**src/rtl/key_debounce.sv**
```systemverilog
// Per-key 2-flop synchroniser and debounce FSM producing a clean level plus
// single-cycle press, release and long-press events (raw keys are active-low).
module key_debounce #(
  parameter int unsigned NUM_KEYS    = 2,
  parameter int unsigned DEB_CYCLES  = 1_000_000,
  parameter int unsigned LONG_CYCLES = 50_000_000
) (
  input  logic                clk,
  input  logic                rst_n,
  input  logic [NUM_KEYS-1:0] key_n,
  output logic [NUM_KEYS-1:0] key_state,
  output logic [NUM_KEYS-1:0] press_pulse,
  output logic [NUM_KEYS-1:0] release_pulse,
  output logic [NUM_KEYS-1:0] long_pulse
);

  localparam int unsigned CntW  = (DEB_CYCLES > 1) ? $clog2(DEB_CYCLES) : 1;
  localparam int unsigned LcntW = (LONG_CYCLES > 1) ? $clog2(LONG_CYCLES) : 1;
  localparam logic [CntW-1:0]  DebLast  = CntW'(DEB_CYCLES - 1);
  localparam logic [LcntW-1:0] LongLast = LcntW'(LONG_CYCLES - 1);

  typedef enum logic [1:0] {StIdle, StPressF, StHeld, StRelF} state_e;

  logic [NUM_KEYS-1:0] sync1_q, sync2_q;
  logic [NUM_KEYS-1:0] k_s;

  // Synchroniser flops hold the raw (active-low) level, so reset means released.
  always_ff @(posedge clk or negedge rst_n) begin
    if (!rst_n) begin
      sync1_q <= '1;
      sync2_q <= '1;
    end else begin
      sync1_q <= key_n;
      sync2_q <= sync1_q;
    end
  end

  assign k_s = ~sync2_q;

  for (genvar g = 0; g < int'(NUM_KEYS); g++) begin : g_key
    state_e            state_q, state_d;
    logic [CntW-1:0]   cnt_q, cnt_d, cnt_inc;
    logic [LcntW-1:0]  lcnt_q, lcnt_d;
    logic              long_done_q, long_done_d;
    logic              level_q, level_d;
    logic              press_q, press_d;
    logic              rel_q, rel_d;
    logic              long_q, long_d;

    assign cnt_inc = cnt_q + CntW'(1);

    // The sample that leaves a stable state counts as the first of the window,
    // so acceptance compares the incremented count.
    always_comb begin
      state_d     = state_q;
      cnt_d       = cnt_q;
      lcnt_d      = lcnt_q;
      long_done_d = long_done_q;
      level_d     = level_q;
      press_d     = 1'b0;
      rel_d       = 1'b0;
      long_d      = 1'b0;
      unique case (state_q)
        StIdle: begin
          if (k_s[g]) begin
            state_d = StPressF;
            cnt_d   = '0;
          end
        end
        StPressF: begin
          if (!k_s[g]) begin
            state_d = StIdle;
          end else begin
            cnt_d = cnt_inc;
            if (cnt_inc == DebLast) begin
              state_d     = StHeld;
              level_d     = 1'b1;
              press_d     = 1'b1;
              lcnt_d      = '0;
              long_done_d = 1'b0;
            end
          end
        end
        StHeld: begin
          if (lcnt_q != LongLast) begin
            lcnt_d = lcnt_q + LcntW'(1);
          end else if (!long_done_q) begin
            long_d      = 1'b1;
            long_done_d = 1'b1;
          end
          if (!k_s[g]) begin
            state_d = StRelF;
            cnt_d   = '0;
          end
        end
        StRelF: begin
          if (k_s[g]) begin
            state_d = StHeld;
          end else begin
            cnt_d = cnt_inc;
            if (cnt_inc == DebLast) begin
              state_d = StIdle;
              level_d = 1'b0;
              rel_d   = 1'b1;
            end
          end
        end
        default: state_d = StIdle;
      endcase
    end

    always_ff @(posedge clk or negedge rst_n) begin
      if (!rst_n) begin
        state_q     <= StIdle;
        cnt_q       <= '0;
        lcnt_q      <= '0;
        long_done_q <= 1'b0;
        level_q     <= 1'b0;
        press_q     <= 1'b0;
        rel_q       <= 1'b0;
        long_q      <= 1'b0;
      end else begin
        state_q     <= state_d;
        cnt_q       <= cnt_d;
        lcnt_q      <= lcnt_d;
        long_done_q <= long_done_d;
        level_q     <= level_d;
        press_q     <= press_d;
        rel_q       <= rel_d;
        long_q      <= long_d;
      end
    end

    assign key_state[g]     = level_q;
    assign press_pulse[g]   = press_q;
    assign release_pulse[g] = rel_q;
    assign long_pulse[g]    = long_q;
  end

endmodule

```
**config.mk**
```make
export PLATFORM = sky130hd
export DESIGN_NAME = key_debounce
export DESIGN_NICKNAME = d
export VERILOG_FILES = /design/src/rtl/key_debounce.sv
export SDC_FILE = /design/constraint.sdc
export NUM_CORES = 1
export LEC_CHECK = 0
export CORE_MARGIN = 2
export CORE_UTILIZATION = 55
export CTS_CLUSTER_DIAMETER = 80
export DETAILED_ROUTE_END_ITERATION = 8
export PLACE_DENSITY = 0.78
export SETUP_SLACK_MARGIN = 0.3
export SLEW_MARGIN = 5
export SYNTH_ARGS = -nofsm -noshare
export SYNTH_HDL_FRONTEND = slang
export SYNTH_SLANG_ARGS = --single-unit
```
**constraint.sdc**
```tcl
create_clock -name clk -period 3 [get_ports clk]
set_input_delay 0.6 -clock clk [delete_from_list [all_inputs] [get_ports clk]]
set_output_delay 0.6 -clock clk [all_outputs]
set_load 0.05 [all_outputs]
```
* Word-level counts from Yosys, hierarchy flattened
Cells that the tools add are included.
Storage, ports and cells: register bits after elaboration 110, latch bits 0, bits in writable memories 0, ROM bits 0, word-level logic and storage cells 133, memories 0
Operators by class: $add $sub $neg 4, $mul 0, divide/modulo/power cells 0, magnitude comparators 0, equal/unequal tests 30, shift operators 0, muxes and demuxes 64, bitwise operators 1, reductions and logical operators 16
Operators with widths (count):
- $mux W20 | 8
- $pmux W20 S4 | 2
- $mux W26 | 6
- $pmux W26 S2 | 2
- $add A26 B1 Y26 const B | 2
- $ne A26 B26 Y1 const B | 2
- $add A20 B1 Y20 const B | 2
- $eq A20 B20 Y1 const B | 2
- $ne A2 B2 Y1 const B | 16
- $reduce_and A4 Y1 | 8
- $mux W1 | 28
- $mux W2 | 12
- $pmux W2 S4 | 2
- $ne A3 B3 Y1 const B | 4
- $reduce_and A5 Y1 | 2
- $eq A2 B2 Y1 const B | 4
- $pmux W1 S2 | 4
- $reduce_bool A2 Y1 | 4
- $eq A2 B1 Y1 const B | 2
- $logic_not A2 Y1 | 2
- $not A2 Y2 | 1

* Depth between registers and ports, before layout
depth in word-level cells 5, gate-level depth with buffers 10, mapped depth without buffers 9

* Worst setup path before layout
OpenSTA, ideal clock, no wires.
kind register to register, start register g_key[0].cnt_q[4], end register g_key[0].lcnt_q[15], setup time 0.119 ns, data arrival time 2.524 ns, setup slack 0.358 ns, stages on the path, launching flop included 10, clock period less this slack 2.642 ns, path through dfrtp_1 -> buf_2 -> nand4_2 -> nor3_1 -> mux2_2 -> o21a_1 -> or3_4 -> nor4_4 -> buf_6 -> nor2_1
Between the ends: cells in the longest elaborated chain, start to end 4
RTL lines:
- start: declaration | line 42 | logic [CntW-1:0] cnt_q, cnt_d, cnt_inc;
- start signal: assignment | line 124 | cnt_q <= cnt_d;
- $add A20 B1 Y20 | line 50 | assign cnt_inc = cnt_q + CntW'(1);
- $eq A20 B20 Y1 | line 75 | if (cnt_inc == DebLast) begin
- $ne A2 B2 Y1 (no source line)
- $reduce_and A4 Y1 (no source line)
- end signal: assignment | line 125 | lcnt_q <= lcnt_d;
- end: declaration | line 43 | logic [LcntW-1:0] lcnt_q, lcnt_d;
Every way passes these cells. A chain may end at the register's enable or synchronous reset.

* Worst setup path in the final report
start register g_key[1].cnt_q[0], end register g_key[1].lcnt_q[18]
Between the ends: cells in the longest elaborated chain, start to end 4
RTL lines (line):
- start: declaration | 42
- start signal: assignment | 124
- $add A20 B1 Y20 | 50
- $eq A20 B20 Y1 | 75
- $ne A2 B2 Y1 (no source line)
- $reduce_and A4 Y1 (no source line)
- end signal: assignment | 125
- end: declaration | 43
Every way passes these cells.

==> results.md <==
- TritonCTS built the clock tree.
- The cell with the largest stage delay on the worst path is or4_4.
- The total track usage is 0.2231.
- The worst max-slew margin expressed relative to the limit is 0.4505.
- In the layout the commonest cells are dfrtp_1, nor2_1, nand2_1, nand3_1, buf_4.
- In this run, synthesis inferred 0 flip-flops with an integrated enable.
- Relative to the synthesized area, the layout overhead comes to 15.30%.
- In this run the remaining antenna-violating nets after routing total 0.
- The top cell type by total area after synthesis is dfrtp_1.
- The wire-length estimate of the detail-placed layout is 8641 um.
- The peak supply drop is 0.5816 mV.
- The flow ran to the end, and the final reports show no timing, DRC or antenna violations.
- The signal on the critical path passes through ha_4, or2b_1, a211oi_2, o221ai_2, or4_4, nor4_4, buf_4, bufbuf_16, nor2_2.
- The sequential share of the synthesized area is 0.4357.
- The number of vias after detailed routing is 5305.
- The kind of start point of the critical path is a flip-flop.
- In the final timing run, aggregate negative setup slack is 0 ns.
- The clock period could shrink to 2.674 ns.
- The number of ports placed on the die boundary is 12.
- Synthesis produced a netlist whose cell count is 701.
- Clock tree synthesis selected as its root buffer the cell clkbuf_16.
- The number of global-route vias before repair is 4810.
- The die is 111.3 um tall.
- The clock tree skew after final layout is 0.01131 ns.
- The horizontal die dimension is 111.3 um.
- Of all nets on the critical path, the largest fanout is 8.
- The clock-pin slew reported for the worst setup and hold paths after clock tree synthesis is 0.07 ns.
- Across all hold checks on the routed design, the worst slack comes to 0.1759 ns.
- Buffers placed on the I/O ports in this run total 11.
- The number of slew-limit violations in the final report is 0.
- The peak clock frequency supported by timing is 373.9 MHz.
- The number of library cell types mapped by synthesis is 66.
- The clock tree synthesis step divided the H-tree into 3 levels.
- The critical path is of the reg2reg type.
- In the routed layout, each cell is associated on average with a via count of 6.084.
- In the synthesized netlist the async set-or-reset flop fraction comes to 1.000.
- The setup-violating endpoint count in the final report is 0.
- The worst path arrival time is 2.92 ns.
- The total count of hold-check failures in the final report came to 0.
- Of the post-synthesis cell area, the dominant cell type holds 0.4191.
- At the pin with the least slew margin, the transition time is 0.8179 ns.
- The number of nets handed over by synthesis was 711.
- The global-route congestion overflow total is 0.
- The initial antenna violation count was 0.
- For this block, the initial DRC count from the detailed router was 326.
- The number of design rule violations left after detail routing is 0.
- The quantity of hold-fixing buffers added after cts is 0.
- The most common cell after layout, fill and taps aside is dfrtp_1.
- The class of the worst hold path is in2async.
- For this run, the number of Yosys warnings is 0.
- CTS saw 110 sinks.
- After floorplanning, the core was divided into 39 placement rows.
- The combined area of all synthesized cells is 0.006330 mm^2.
- Of the available clock period, the critical path in the final layout requires 0.8915.
- The mean post-synth cell area is 9.030 um^2.
- The first global-routing pass estimated 22770 um of wire.
- On the worst path, the slowest cell contributes a delay of 0.58 ns.
- For flop-to-flop paths, the worst setup slack is 0.33 ns.
- The number of maximum-capacitance violations is 0.
- Buffers inserted during clock tree synthesis total 9.
- The required time reported for the critical path endpoint is 3.25 ns.
- The die covers 0.01238 mm^2.
- The antenna diode count is 0.
- The final routed wirelength across all metal layers is 14570 um.
- The static leakage is 3.089 nW.
- Synthesis inferred 110 register bits.
- The core box area is 0.01132 mm^2.
- The commonest register cell after synthesis is dfrtp_1.
- The later pin in the worst-skew pair is clocked with a latency of 0.36 ns.
- Power spread over the standard cell area amounts to 424.7 mW/mm^2.
- After detailed routing, the average wire length per cell comes to 16.70 um.
- The final layout net count is 734.
- The congestion estimate from routability-driven global placement came to 0.9900.
- The category of the worst setup path capture point is a flip-flop.
- The iteration count of the initial detailed-routing pass is 5.
- The maximum count of clock buffers along a single path is 2.
- The largest net degree at the start of global routing is 81.
- The effective utilization at floorplan is 0.5591.
- After synthesis, the cell types taking the most area are dfrtp_1, xor2_1, nor2_1.
- The final-layout fill cell count is 884.
- Setup repair after global routing left no endpoint under its margin.
- The fraction of layout cells with a size suffix above 1 is 0.1920.
## registers in the layout, summed over array words and instances (netlist names), named ones only
| register | cells |
|---|---|
| sync2_q | 2 |
| g_key.state_q | 2 |
| g_key.long_q | 2 |
| sync1_q | 2 |
| g_key.lcnt_q | 52 |
| g_key.cnt_q | 40 |
| g_key.press_q | 2 |
| g_key.long_done_q | 2 |
| g_key.rel_q | 2 |
| g_key.level_q | 2 |
## metal layers
metal	routed length (um)	vias to the layer above	track usage
met5	0	-	0
met2	7347	169	0.3715
met3	706	30	0.04319
met4	293	0	0.07984
met1	6217	2604	0.2920
li1	-	2502	-
## Yosys cell counts (4+ instances only)
master / count
clkbuf_1: 19
a21o_1: 4
nand2_1: 74
buf_2: 9
nor3_1: 27
and4_1: 6
and3_1: 12
inv_1: 21
o22ai_1: 8
nand4_1: 27
xor2_1: 36
buf_4: 11
ha_1: 6
nor4b_1: 4
nor4_1: 12
mux2i_1: 12
a22o_1: 7
or3_1: 9
buf_6: 4
o21ai_0: 31
nand3_1: 43
xnor2_1: 24
dfstp_2: 4
nor2_1: 75
nand2b_1: 10
dfrtp_1: 106
o31ai_1: 9
nor2_2: 20
a21oi_1: 15
## metrics by stage
stage | utilization | cell area [um^2] | setup WS [ns] | instances | total power, mW
floorplan | - | 6330 | 0.3576 | 701 | 1.666
global placement | 0.5743 | 6501 | 0.2902 | 824 | 1.716
detailed placement | 0.5743 | 6501 | 0.1991 | 824 | 1.728
CTS | 0.6146 | 6958 | 0.2909 | 846 | 3.070
global route | 0.6447 | 7298 | 0.2320 | 872 | 3.196
finish | 0.6447 | 7298 | 0.3256 | 872 | 3.100
## kinds of logic (layout without fill, tap and decap cells)
group                      after synthesis  after routing  share of synthesized area
xor gates and xnor gates                60             60                    0.08302
adders and majority gates                6              6                    0.01186
DFF                                    110            110                     0.4357
AOI/OAI and AO/OA                       94             94                    0.09607
muxes                                   14             14                    0.02253
and+or+nand+nor                        351            351                     0.2985
buffers and inverters                   66             94                    0.05238
## power by group
group	leakage [nW]	internal, mW	switching (mW)
clock	0.163	0.768	0.570
combinational	1.44	0.0833	0.115
sequential	1.49	1.51	0.0534
## what timing repair did
action | CTS | global route
setup buffers | 4 | 23
gates resized for setup | 13 | 37
pin swaps | 3 | 12
setup endpoints to repair | 54 | 57
gates cloned | 2 | 3
## area by class of cell
cell class                      instances  area (um^2)  area share
Tap cell                              143        178.9     0.02452
Inverter                               21        78.83     0.01080
Clock buffer                           11        242.7     0.03326
Sequential cell                       110         2775      0.3803
Multi-Input combinational cell        525         3412      0.4675
Clock inverter                          5        88.84     0.01217
Timing Repair Buffer                   57        521.8     0.07149
## worst paths after layout
check	start	depth (start not counted)	end
min in group clk	sync1_q[1]$_DFF_PN1_	0	sync2_q[1]$_DFF_PN1_
max in group asynchronous	rst_n	2	sync2_q[0]$_DFF_PN1_
max reg2reg	g_key[1].cnt_q[0]$_DFFE_PN0P_	9	g_key[1].lcnt_q[18]$_DFFE_PN0P_
max	g_key[1].cnt_q[0]$_DFFE_PN0P_	9	g_key[1].lcnt_q[18]$_DFFE_PN0P_
min	rst_n	1	g_key[1].lcnt_q[0]$_DFFE_PN0P_
min reg2reg	sync1_q[1]$_DFF_PN1_	0	sync2_q[1]$_DFF_PN1_
## critical path, delay by kind of cell (launching register included)
kind / cells / cell delay, ns
simple gates: 4 / 1.10
compound gates: 2 / 0.39
buf+inv: 2 / 0.45
flops: 1 / 0.43
fa+ha+maj: 1 / 0.21
Power figures use the tool's default switching activity.
